===== src/rtl/hit_resolver.sv =====
// Combat referee: hitbox/hurtbox overlap, hit pulses, health/block meters, game over.
// Define HIT_RESOLVER_CHIP_DAMAGE_EN to make blocked directional hits cost 1 health.
module hit_resolver #(
    parameter int MAX_HEALTH   = 5,
    parameter int MAX_BLOCK    = 3,
    parameter int BASIC_DMG    = 1,
    parameter int DIR_DMG      = 2,
    parameter int REGEN_CYCLES = 120
) (
    input  logic        clk,
    input  logic        rst,
    input  logic [3:0]  p1_state,
    input  logic [3:0]  p2_state,
    input  logic [39:0] p1_basic_box,
    input  logic [39:0] p1_dir_box,
    input  logic [39:0] p1_main_box,
    input  logic [39:0] p2_basic_box,
    input  logic [39:0] p2_dir_box,
    input  logic [39:0] p2_main_box,
    output logic [1:0]  p1_hitFlag,
    output logic [1:0]  p2_hitFlag,
    output logic [2:0]  p1_health,
    output logic [2:0]  p2_health,
    output logic [2:0]  p1_block,
    output logic [2:0]  p2_block,
    output logic        game_over,
    output logic [1:0]  winner
);

    localparam int CW = $clog2(REGEN_CYCLES);
    localparam logic [CW-1:0] REGEN_LAST = CW'(REGEN_CYCLES - 1);
    localparam logic [2:0] HEALTH_MAX = 3'(MAX_HEALTH);
    localparam logic [2:0] BLOCK_MAX  = 3'(MAX_BLOCK);

    localparam logic [3:0] S_MOVEBACK  = 4'd2;
    localparam logic [3:0] S_B_END     = 4'd4;
    localparam logic [3:0] S_D_END     = 4'd7;
    localparam logic [3:0] S_HITSTUN   = 4'd9;
    localparam logic [3:0] S_BLOCKSTUN = 4'd10;

    typedef enum logic {FIGHT, OVER} fsm_t;

    fsm_t          fsm;
    logic          p1_conn, p2_conn;
    logic          p1_blk_q, p2_blk_q;
    logic [CW-1:0] p1_cnt, p2_cnt;
    logic [1:0]    hit_p1, hit_p2;
    logic          blk_p1, blk_p2;
    logic          p1_swing, p2_swing;
    logic [2:0]    nh1, nh2;
    logic          go_over;

    // Boxes are packed {x1,x2,y1,y2}; edges touching count as overlap.
    function automatic logic overlap(input logic [39:0] a, input logic [39:0] b);
        return (a[39:30] <= b[29:20]) && (b[39:30] <= a[29:20]) &&
               (a[19:10] <= b[9:0])   && (b[19:10] <= a[9:0]);
    endfunction

    function automatic logic [1:0] strike(
        input logic [3:0]  st,
        input logic [39:0] basic,
        input logic [39:0] dir,
        input logic [39:0] victim
    );
        logic [1:0] r;
        r = 2'b00;
        unique case (1'b1)
            (st == S_B_END): r = overlap(basic, victim) ? 2'b01 : 2'b00;
            (st == S_D_END): r = overlap(dir, victim) ? 2'b10 : 2'b00;
            default:         r = 2'b00;
        endcase
        return r;
    endfunction

    function automatic logic [2:0] next_health(
        input logic [2:0] h,
        input logic [1:0] flag,
        input logic       blk
    );
        logic [2:0] dmg;
        dmg = 3'd0;
        if (flag == 2'b01 && !blk)
            dmg = 3'(BASIC_DMG);
        else if (flag == 2'b10 && !blk)
            dmg = 3'(DIR_DMG);
`ifdef HIT_RESOLVER_CHIP_DAMAGE_EN
        else if (flag == 2'b10)
            dmg = 3'd1;
`endif
        return (h > dmg) ? h - dmg : 3'd0;
    endfunction

    function automatic logic [2:0] next_block(
        input logic [2:0]    b,
        input logic [1:0]    flag,
        input logic          blk,
        input logic [CW-1:0] cnt
    );
        if (flag != 2'b00)
            return (blk && b != 3'd0) ? b - 3'd1 : b;
        if (b < BLOCK_MAX && cnt == REGEN_LAST)
            return b + 3'd1;
        return b;
    endfunction

    function automatic logic [CW-1:0] next_cnt(
        input logic [2:0]    b,
        input logic [1:0]    flag,
        input logic [CW-1:0] cnt
    );
        if (flag != 2'b00 || b >= BLOCK_MAX || cnt == REGEN_LAST)
            return '0;
        return cnt + CW'(1);
    endfunction

    function automatic logic invuln(input logic [3:0] st);
        return (st == S_HITSTUN) || (st == S_BLOCKSTUN);
    endfunction

    assign p1_swing = (p1_state == S_B_END) || (p1_state == S_D_END);
    assign p2_swing = (p2_state == S_B_END) || (p2_state == S_D_END);

    assign hit_p2 = (fsm == FIGHT && !p1_conn && !invuln(p2_state)) ?
                    strike(p1_state, p1_basic_box, p1_dir_box, p2_main_box) : 2'b00;
    assign hit_p1 = (fsm == FIGHT && !p2_conn && !invuln(p1_state)) ?
                    strike(p2_state, p2_basic_box, p2_dir_box, p1_main_box) : 2'b00;

    assign blk_p1 = (p1_state == S_MOVEBACK) && (p1_block != 3'd0);
    assign blk_p2 = (p2_state == S_MOVEBACK) && (p2_block != 3'd0);

    // The registered hitFlag doubles as the pending-damage record.
    assign nh1 = next_health(p1_health, p1_hitFlag, p1_blk_q);
    assign nh2 = next_health(p2_health, p2_hitFlag, p2_blk_q);
    assign go_over = (fsm == FIGHT) && (nh1 == 3'd0 || nh2 == 3'd0);

    always_ff @(posedge clk) begin
        if (!rst) begin
            fsm        <= FIGHT;
            p1_hitFlag <= 2'b00;
            p2_hitFlag <= 2'b00;
            p1_health  <= HEALTH_MAX;
            p2_health  <= HEALTH_MAX;
            p1_block   <= BLOCK_MAX;
            p2_block   <= BLOCK_MAX;
            game_over  <= 1'b0;
            winner     <= 2'b00;
            p1_conn    <= 1'b0;
            p2_conn    <= 1'b0;
            p1_blk_q   <= 1'b0;
            p2_blk_q   <= 1'b0;
            p1_cnt     <= '0;
            p2_cnt     <= '0;
        end else begin
            p1_conn <= p1_swing ? (p1_conn || hit_p2 != 2'b00) : 1'b0;
            p2_conn <= p2_swing ? (p2_conn || hit_p1 != 2'b00) : 1'b0;
            if (fsm == FIGHT) begin
                p1_hitFlag <= go_over ? 2'b00 : hit_p1;
                p2_hitFlag <= go_over ? 2'b00 : hit_p2;
                p1_blk_q   <= blk_p1;
                p2_blk_q   <= blk_p2;
                p1_health  <= nh1;
                p2_health  <= nh2;
                p1_block   <= next_block(p1_block, p1_hitFlag, p1_blk_q, p1_cnt);
                p2_block   <= next_block(p2_block, p2_hitFlag, p2_blk_q, p2_cnt);
                p1_cnt     <= next_cnt(p1_block, p1_hitFlag, p1_cnt);
                p2_cnt     <= next_cnt(p2_block, p2_hitFlag, p2_cnt);
                if (go_over) begin
                    fsm       <= OVER;
                    game_over <= 1'b1;
                    winner    <= {nh1 == 3'd0, nh2 == 3'd0};
                end
            end else begin
                p1_hitFlag <= 2'b00;
                p2_hitFlag <= 2'b00;
            end
        end
    end

endmodule

===== config.mk =====
export PLATFORM = sky130hd
export DESIGN_NAME = hit_resolver
export DESIGN_NICKNAME = d
export VERILOG_FILES = /design/src/rtl/hit_resolver.sv
export SDC_FILE = /design/constraint.sdc
export NUM_CORES = 1
export LEC_CHECK = 0
export ABC_AREA = 1
export BUFFER_PORTS_ARGS = -buffer_cell sky130_fd_sc_hd__buf_2
export CORE_ASPECT_RATIO = 1.4
export CORE_MARGIN = 4
export CORE_UTILIZATION = 30
export CTS_BUF_LIST = sky130_fd_sc_hd__clkbuf_8
export DETAILED_ROUTE_END_ITERATION = 10
export HOLD_SLACK_MARGIN = 0.08
export SLEW_MARGIN = 20
export SYNTH_ARGS = -nofsm -noshare
export SYNTH_HDL_FRONTEND = slang
export SYNTH_SLANG_ARGS = --single-unit
export TNS_END_PERCENT = 20

===== constraint.sdc =====
create_clock -name clk -period 3.3 [get_ports clk]
set_input_delay 0.495 -clock clk [delete_from_list [all_inputs] [get_ports clk]]
set_output_delay 0.495 -clock clk [all_outputs]
set_load 0.01 [all_outputs]

==> results.ini, run 1 <==
[final_layout]
drive_gt1_share_pct = 25.9
nets = 1677
stdcell_count = 1513
final_util_pct = 38.8
finalInstanceArea_sq_um = 8230
area_growth_pct = 27.2
fill_cells = 2300

[sta]
finClkSkew_ns = 0.0139
rsz0062_at_grt = false
period_share_pct = 64.8
worstMarginPinSlew_ns = 0.468
tns_ns = 0
relSlewSlack_pct = 68.7
slew_violations = 0
setup_violations = 0
max_freq_ghz = 0.468
hold_violations = 0
fin_crit_ns = 2.14
fin_hold_ws_ns = 0.476

[detailed_routing]
wl_per_cell_um = 12.5
ant_nets = 0
viasPerCell = 4.46
dr.pass1.iters = 6
drt_iter0_markers = 218
wl_mm = 18.9
vias = 6749
drcViolationCount = 0

[synth]
synth_seq_cells = 38
synth_common_cells = 213 x inv_1, 213 x nand2_1, 174 x ha_1
synth_top_area_share_pct = 33.7
yosys_warnings = 0
netlist_area_sq_um = 6470
yosysSeqAreaShare_pct = 11.8
ys_types = 44
syn_inst = 980
syn_nets = 1406
synthFlopType = dfxtp_1
synthArstFlopShare_pct = 0
synthTopCellsByArea = ha_1 34%, inv_1 12%, nand2_1 12%
synth-edff-count = 0
avgSynthCellArea_sq_um = 6.60
netlist.top_cell.by_area = ha_1

[floorplan]
fp.dieH_um = 182
core_sq_um = 21200
boundaryPins = 269
rows = 63
start_util_pct = 30.5
die_x_um = 132
die_area_sq_um = 24000

[place]
place_hpwl_mm = 17.3
port_buffers = 268
place_congestion = 0.875
placed_cell_area_sq_um = 8120
placed_cells = 1504

[worst_setup_path]
end_kind = flip-flop
slowest_delay_ns = 0.38
critPathSlowestCell = dfxtp_1
cp-startpoint = p1_hitFlag[0]
start_kind = flip-flop
worst_ep_arrival_time_ns = 2.37
path_class = flip-flop to flip-flop
critPathRequiredTime_ns = 3.53
path_cells = inv_1 -> nor3_1 -> ha_1 -> inv_1 -> fa_1 -> nor2_1 -> nor2_2 -> a31oi_4 -> nand2_2 -> nand2_2 -> nand3_4 -> nor3_2
reg2reg_from = p1_hitFlag[0]
cp_max_fo = 4

[clocking]
htreeDepth = 2
root_buffer = clkbuf_8
cts_resized = 0
cts_tree = done
clock_sinks = 38
worstSkewPairLatency_ns = 0.31
cts_buffers = 5
clockBufferDepth = 2
postCtsSetupBuffers = 0
hold_buffers = 0
clk_pin_slew_ns = 0.09

[pwr]
irDropWorstVdd_mv = 0.142
clock_power_share_pct = 19.0
switching_share_pct = 42.8
power_density_nw_per_um2 = 262
intPower_mw = 1.23
combPwrFrac_pct = 54.1
switching_power_mw = 0.922
power_frac_seq_pct = 27.0
leakage_nw = 5.01

[grt]
antenna_found_initial = 1
grtUsageMet3_pct = 2.99
grt_max_degree = 25
grtUsageMet1_pct = 15.7
grt_pass1_vias = 6685
grt_pass1_wl_mm = 30.3
grt_busiest_layer = met2
grtUsageTotal_pct = 15.1
globalRouteMet2Util_pct = 30.7
grt-ovfl-total = 0

[job]
drv_cap = 0

[worst_hold_path]
hp-start = winner[0]
hold_class = flip-flop to flip-flop

[run_status]
status = completed

## metal layers
layer | vias up | wire [um]
met5 | - | 13
met4 | 2 | 401
met3 | 21 | 1140
met2 | 179 | 10100
met1 | 2874 | 7220
li1 | 3673 | -
## critical path, delay by kind of cell (launching register included)
family / cells / cell delay, ns
flops: 1 / 0.38
buf+inv: 2 / 0.13
compound gates: 1 / 0.20
simple gates: 7 / 0.78
fa+ha+maj: 2 / 0.57
## worst paths after layout
kind,end,slack (ns),depth (start not counted)
worst max register to register,p2_hitFlag[1],1.16,12
worst min-delay path,winner[0],0.48,2
worst max-delay path,p2_hitFlag[1],1.16,12
worst min register to register,winner[0],0.48,2
## cells by family (layout without fill, tap and decap cells)
| family | Yosys count | in the layout | share of synthesized area, % |
|---|---|---|---|
| other | 0 | 1 | 0 |
| adders and majority gates | 176 | 176 | 34.3 |
| AOI/OAI and AO/OA | 107 | 107 | 10.3 |
| xor gates and xnor gates | 10 | 10 | 1.35 |
| buffers and inverters | 225 | 497 | 13.2 |
| and+or+nand+nor | 424 | 424 | 29.2 |
| DFF | 38 | 38 | 11.8 |
## placed cells by master (no fill, tap or decap), drive strengths merged, types with 3 or more instances in the layout
| master | count |
|---|---|
| clkinv | 3 |
| nand3 | 54 |
| o211ai | 6 |
| xor2 | 8 |
| dfxtp | 38 |
| clkbuf | 5 |
| o21ai | 11 |
| o21bai | 12 |
| a21oi | 59 |
| nor2 | 105 |
| nor3 | 12 |
| a21o | 10 |
| buf | 269 |
| inv | 219 |
| o21a | 3 |
| ha | 174 |
| nand2 | 224 |
| nand4 | 21 |
## through the flow
stage / total power [mW] / setup slack (ns)
2_1_floorplan: 1.37 / 1.34
3_3_place_gp: 1.76 / 1.19
3_5_place_dp: 1.77 / 1.18
4_1_cts: 2.19 / 1.14
5_1_grt: 2.39 / 0.932
6_report: 2.15 / 1.16
## power groups by stage
stage               clock (mW)  sequential (mW)  combinational [mW]
finish                   0.408            0.580                1.16
floorplan                    0            0.597               0.772
CTS                      0.421            0.582                1.19
global placement             0            0.591                1.17
detailed placement           0            0.592                1.18
global route             0.438            0.590                1.36
## state kept, by name, indices dropped and copies added (netlist names)
name	cells
winner	2
game_over	1
p1_blk_q	1
p1_conn	1
p1_cnt	7
p2_cnt	7
p1_health	3
p2_blk_q	1
p1_block	3
p2_hitFlag	2
p2_block	3
p2_conn	1
fsm	1
p2_health	3
p1_hitFlag	2
## cell type report
cell class / count / area, sq um / share of cell area [%]
timing repair buffer: 269 / 1350 / 16.4
multi-input combinational: 717 / 4850 / 59.0
tap: 260 / 325 / 3.95
antenna: 1 / 2.50 / 0.0304
clock inverter: 3 / 40.0 / 0.487
sequential: 38 / 761 / 9.25
inverter: 220 / 826 / 10.0
clock buffer: 5 / 68.8 / 0.837
Power figures use the tool's default switching activity.
==> run 2, diff against run 1 <==
clock period = 2.1 ns   (was 3.3 ns; I/O delays follow)
==> results.ini, run 2 (synthesized netlist as in run 1, its figures left out) <==
[final_layout]
drive_gt1_share_pct = 26.7  ; +0.84 points
stdcell_count = 1515  ; +0.13%
area_growth_pct = 28.2
final_common_cell = buf_2
nets = 1680  ; +0.18%
reg_top3 = p1_cnt: 7 flops, p2_cnt: 7 flops
layout_common_cells = 268 x buf_2, 213 x inv_1, 212 x nand2_1

[sta]
slew_violations = 0  ; unchanged
setup_violations = 0  ; unchanged
max_freq_ghz = 0.511  ; +9.2%
rsz0062_at_grt = true
hold_violations = 0  ; unchanged
period_share_pct = 93.3  ; +28 points
tns_ns = 0  ; unchanged
finClkSkew_ns = 0.00399  ; -0.00993 ns
fin_crit_ns = 1.96  ; -0.181 ns
relSlewSlack_pct = 76.0  ; +7.3 points
worstMarginPinSlew_ns = 0.359  ; -0.110 ns

[worst_setup_path]
end_kind = flip-flop
critPathRequiredTime_ns = 2.32  ; -1.21 ns
reg2reg_from = p1_blk_q
worst_ep_arrival_time_ns = 2.18  ; -0.19 ns
start_kind = flip-flop
rr_worst_depth = 11  ; -1
cp_top_family = simple AND/OR/NAND/NOR gates
cp.buffers_inverters = 1  ; -1
reg2reg_slack_ns = 0.14  ; -1.02 ns
path_cells = nor3_2 -> ha_2 -> inv_1 -> fa_2 -> nor2_4 -> nor2_4 -> a31oi_4 -> nand2_2 -> nand2_2 -> nand3_4 -> nor2_2
worstReg2RegEnd = p2_hitFlag[0]
cp_max_fo = 5  ; +1
path_class = flip-flop to flip-flop
critPathSlowestCell = fa_2
slowest_delay_ns = 0.37  ; about the same

[floorplan]
die_x_um = 132  ; unchanged
boundaryPins = 269  ; unchanged
rows = 63  ; unchanged
die_area_sq_um = 24000  ; unchanged
fp.dieH_um = 182  ; unchanged
core_sq_um = 21200  ; unchanged
start_util_pct = 30.5  ; unchanged

[detailed_routing]
dr.pass1.iters = 4  ; -2
wl_mm = 18.7  ; -0.77%
viasPerCell = 4.47  ; +0.22%
ant_nets = 0  ; unchanged
wl_per_cell_um = 12.4  ; -0.90%
vias = 6773  ; +0.36%
drcViolationCount = 0  ; unchanged
drt_iter0_markers = 121  ; -44%

[clocking]
cts_buffers = 5  ; unchanged
clock_sinks = 38  ; unchanged
worstSkewPairLatency_ns = 0.28  ; -0.03 ns
root_buffer = clkbuf_8
clockBufferDepth = 2  ; unchanged
cts_tree = done
hold_buffers = 0  ; unchanged
htreeDepth = 2  ; unchanged
clk_pin_slew_ns = 0.07  ; -0.02 ns

[place]
placed_cells = 1506  ; +0.13%
place_hpwl_mm = 17.4  ; +0.58%
port_buffers = 268  ; unchanged
place_congestion = 0.853  ; -2.5%

[pwr]
irDropWorstVdd_mv = 0.380  ; +170%
power_density_nw_per_um2 = 413  ; +58%
leakage_nw = 5.03  ; +0.40%

[grt]
grtUsageTotal_pct = 15.1  ; -0.076 points
antenna_found_initial = 2  ; +1
grt_pass1_vias = 6737  ; +0.78%
grt-ovfl-total = 0  ; unchanged
grt_max_degree = 14  ; -44%
grt_pass1_wl_mm = 30.3  ; about the same

[worst_hold_path]
hold_class = input pin to flip-flop
worst_hold_path.endpoint = p1_blk_q
whs_path_depth = 4  ; +2
hp-start = p1_state[2]

[job]
drv_cap = 0  ; unchanged

[run_status]
status = completed

-- run 2: cell types whose count changed in the layout (fill, tap and decap cells not counted), sizes merged --
cell and delta:
clkbuf +1, buf +3, clkinv -2
-- run 2: final cells by class --
class                           instances  area, sq um
Multi-Input combinational cell        717         4880
Tap cell                              260          325
Inverter                              220          826
Sequential cell                        38          764
Fill cell                            2329        12900
Antenna cell                            1         2.50
Timing Repair Buffer                  272         1370
Clock buffer                            6         82.6
Clock inverter                          1         30.0
-- run 2: metal layers --
| layer | track usage (%) | up-vias | wire [um] |
|---|---|---|---|
| met5 | 0 | - | 14 |
| met2 | 30.5 | 173 | 10100 |
| met1 | 15.7 | 2892 | 7200 |
| li1 | - | 3683 | - |
| met4 | 3.24 | 2 | 371 |
| met3 | 2.97 | 23 | 1050 |
-- run 2: worst max-delay path by stage --
| stage | from | cells after the start | to | slack, ns |
|---|---|---|---|---|
| final | p1_blk_q | 11 | p2_hitFlag[0] | 0.14 |
| after global routing | p2_hitFlag[0] | 12 | p2_hitFlag[1] | -0.04 |
| after floorplan | p1_hitFlag[0] | 12 | winner[0] | 0.14 |
| after global placement | p1_hitFlag[0] | 12 | winner[0] | 0.10 |
| after CTS | p1_hitFlag[0] | 12 | winner[0] | 0.06 |
| after detailed placement | p1_hitFlag[0] | 12 | winner[0] | 0.06 |
-- run 2: worst register-to-register path: stages (launching register included) --
cell     delay [ns]
dfxtp_2        0.35
nor3_2         0.18
ha_2           0.18
inv_1          0.05
fa_2           0.37
nor2_4         0.14
nor2_4         0.06
a31oi_4        0.20
nand2_2        0.09
nand2_2        0.07
nand3_4        0.10
nor2_2         0.11
-- run 2: timing repair --
item / in CTS / in global routing
setup buffers: 0 / 1
setup endpoints to repair: 0 / 7
resized for setup: 0 / 11
-- run 2: where the power goes --
| part | total, mW | internal (mW) | switching (mW) |
|---|---|---|---|
| Sequential | 0.937 | 0.823 | 0.114 |
| Clock | 0.629 | 0.380 | 0.249 |
| Combinational | 1.86 | 0.799 | 1.06 |
| Total | 3.42 | 2.00 | 1.42 |
-- run 2: through the flow --
| step | util (%) | area, sq um | setup WS, ns | hold WS, ns | power, mW |
|---|---|---|---|---|---|
| 2_1_floorplan | - | 6470 | 0.145 | 0.479 | 2.15 |
| 3_3_place_gp | 38.3 | 8130 | 0.102 | 0.458 | 2.78 |
| 3_5_place_dp | 38.3 | 8130 | 0.0623 | 0.455 | 2.80 |
| 4_1_cts | 38.9 | 8240 | 0.0552 | 0.348 | 3.44 |
| 5_1_grt | 39.1 | 8290 | -0.0381 | 0.373 | 3.82 |
| 6_report | 39.1 | 8290 | 0.142 | 0.350 | 3.42 |
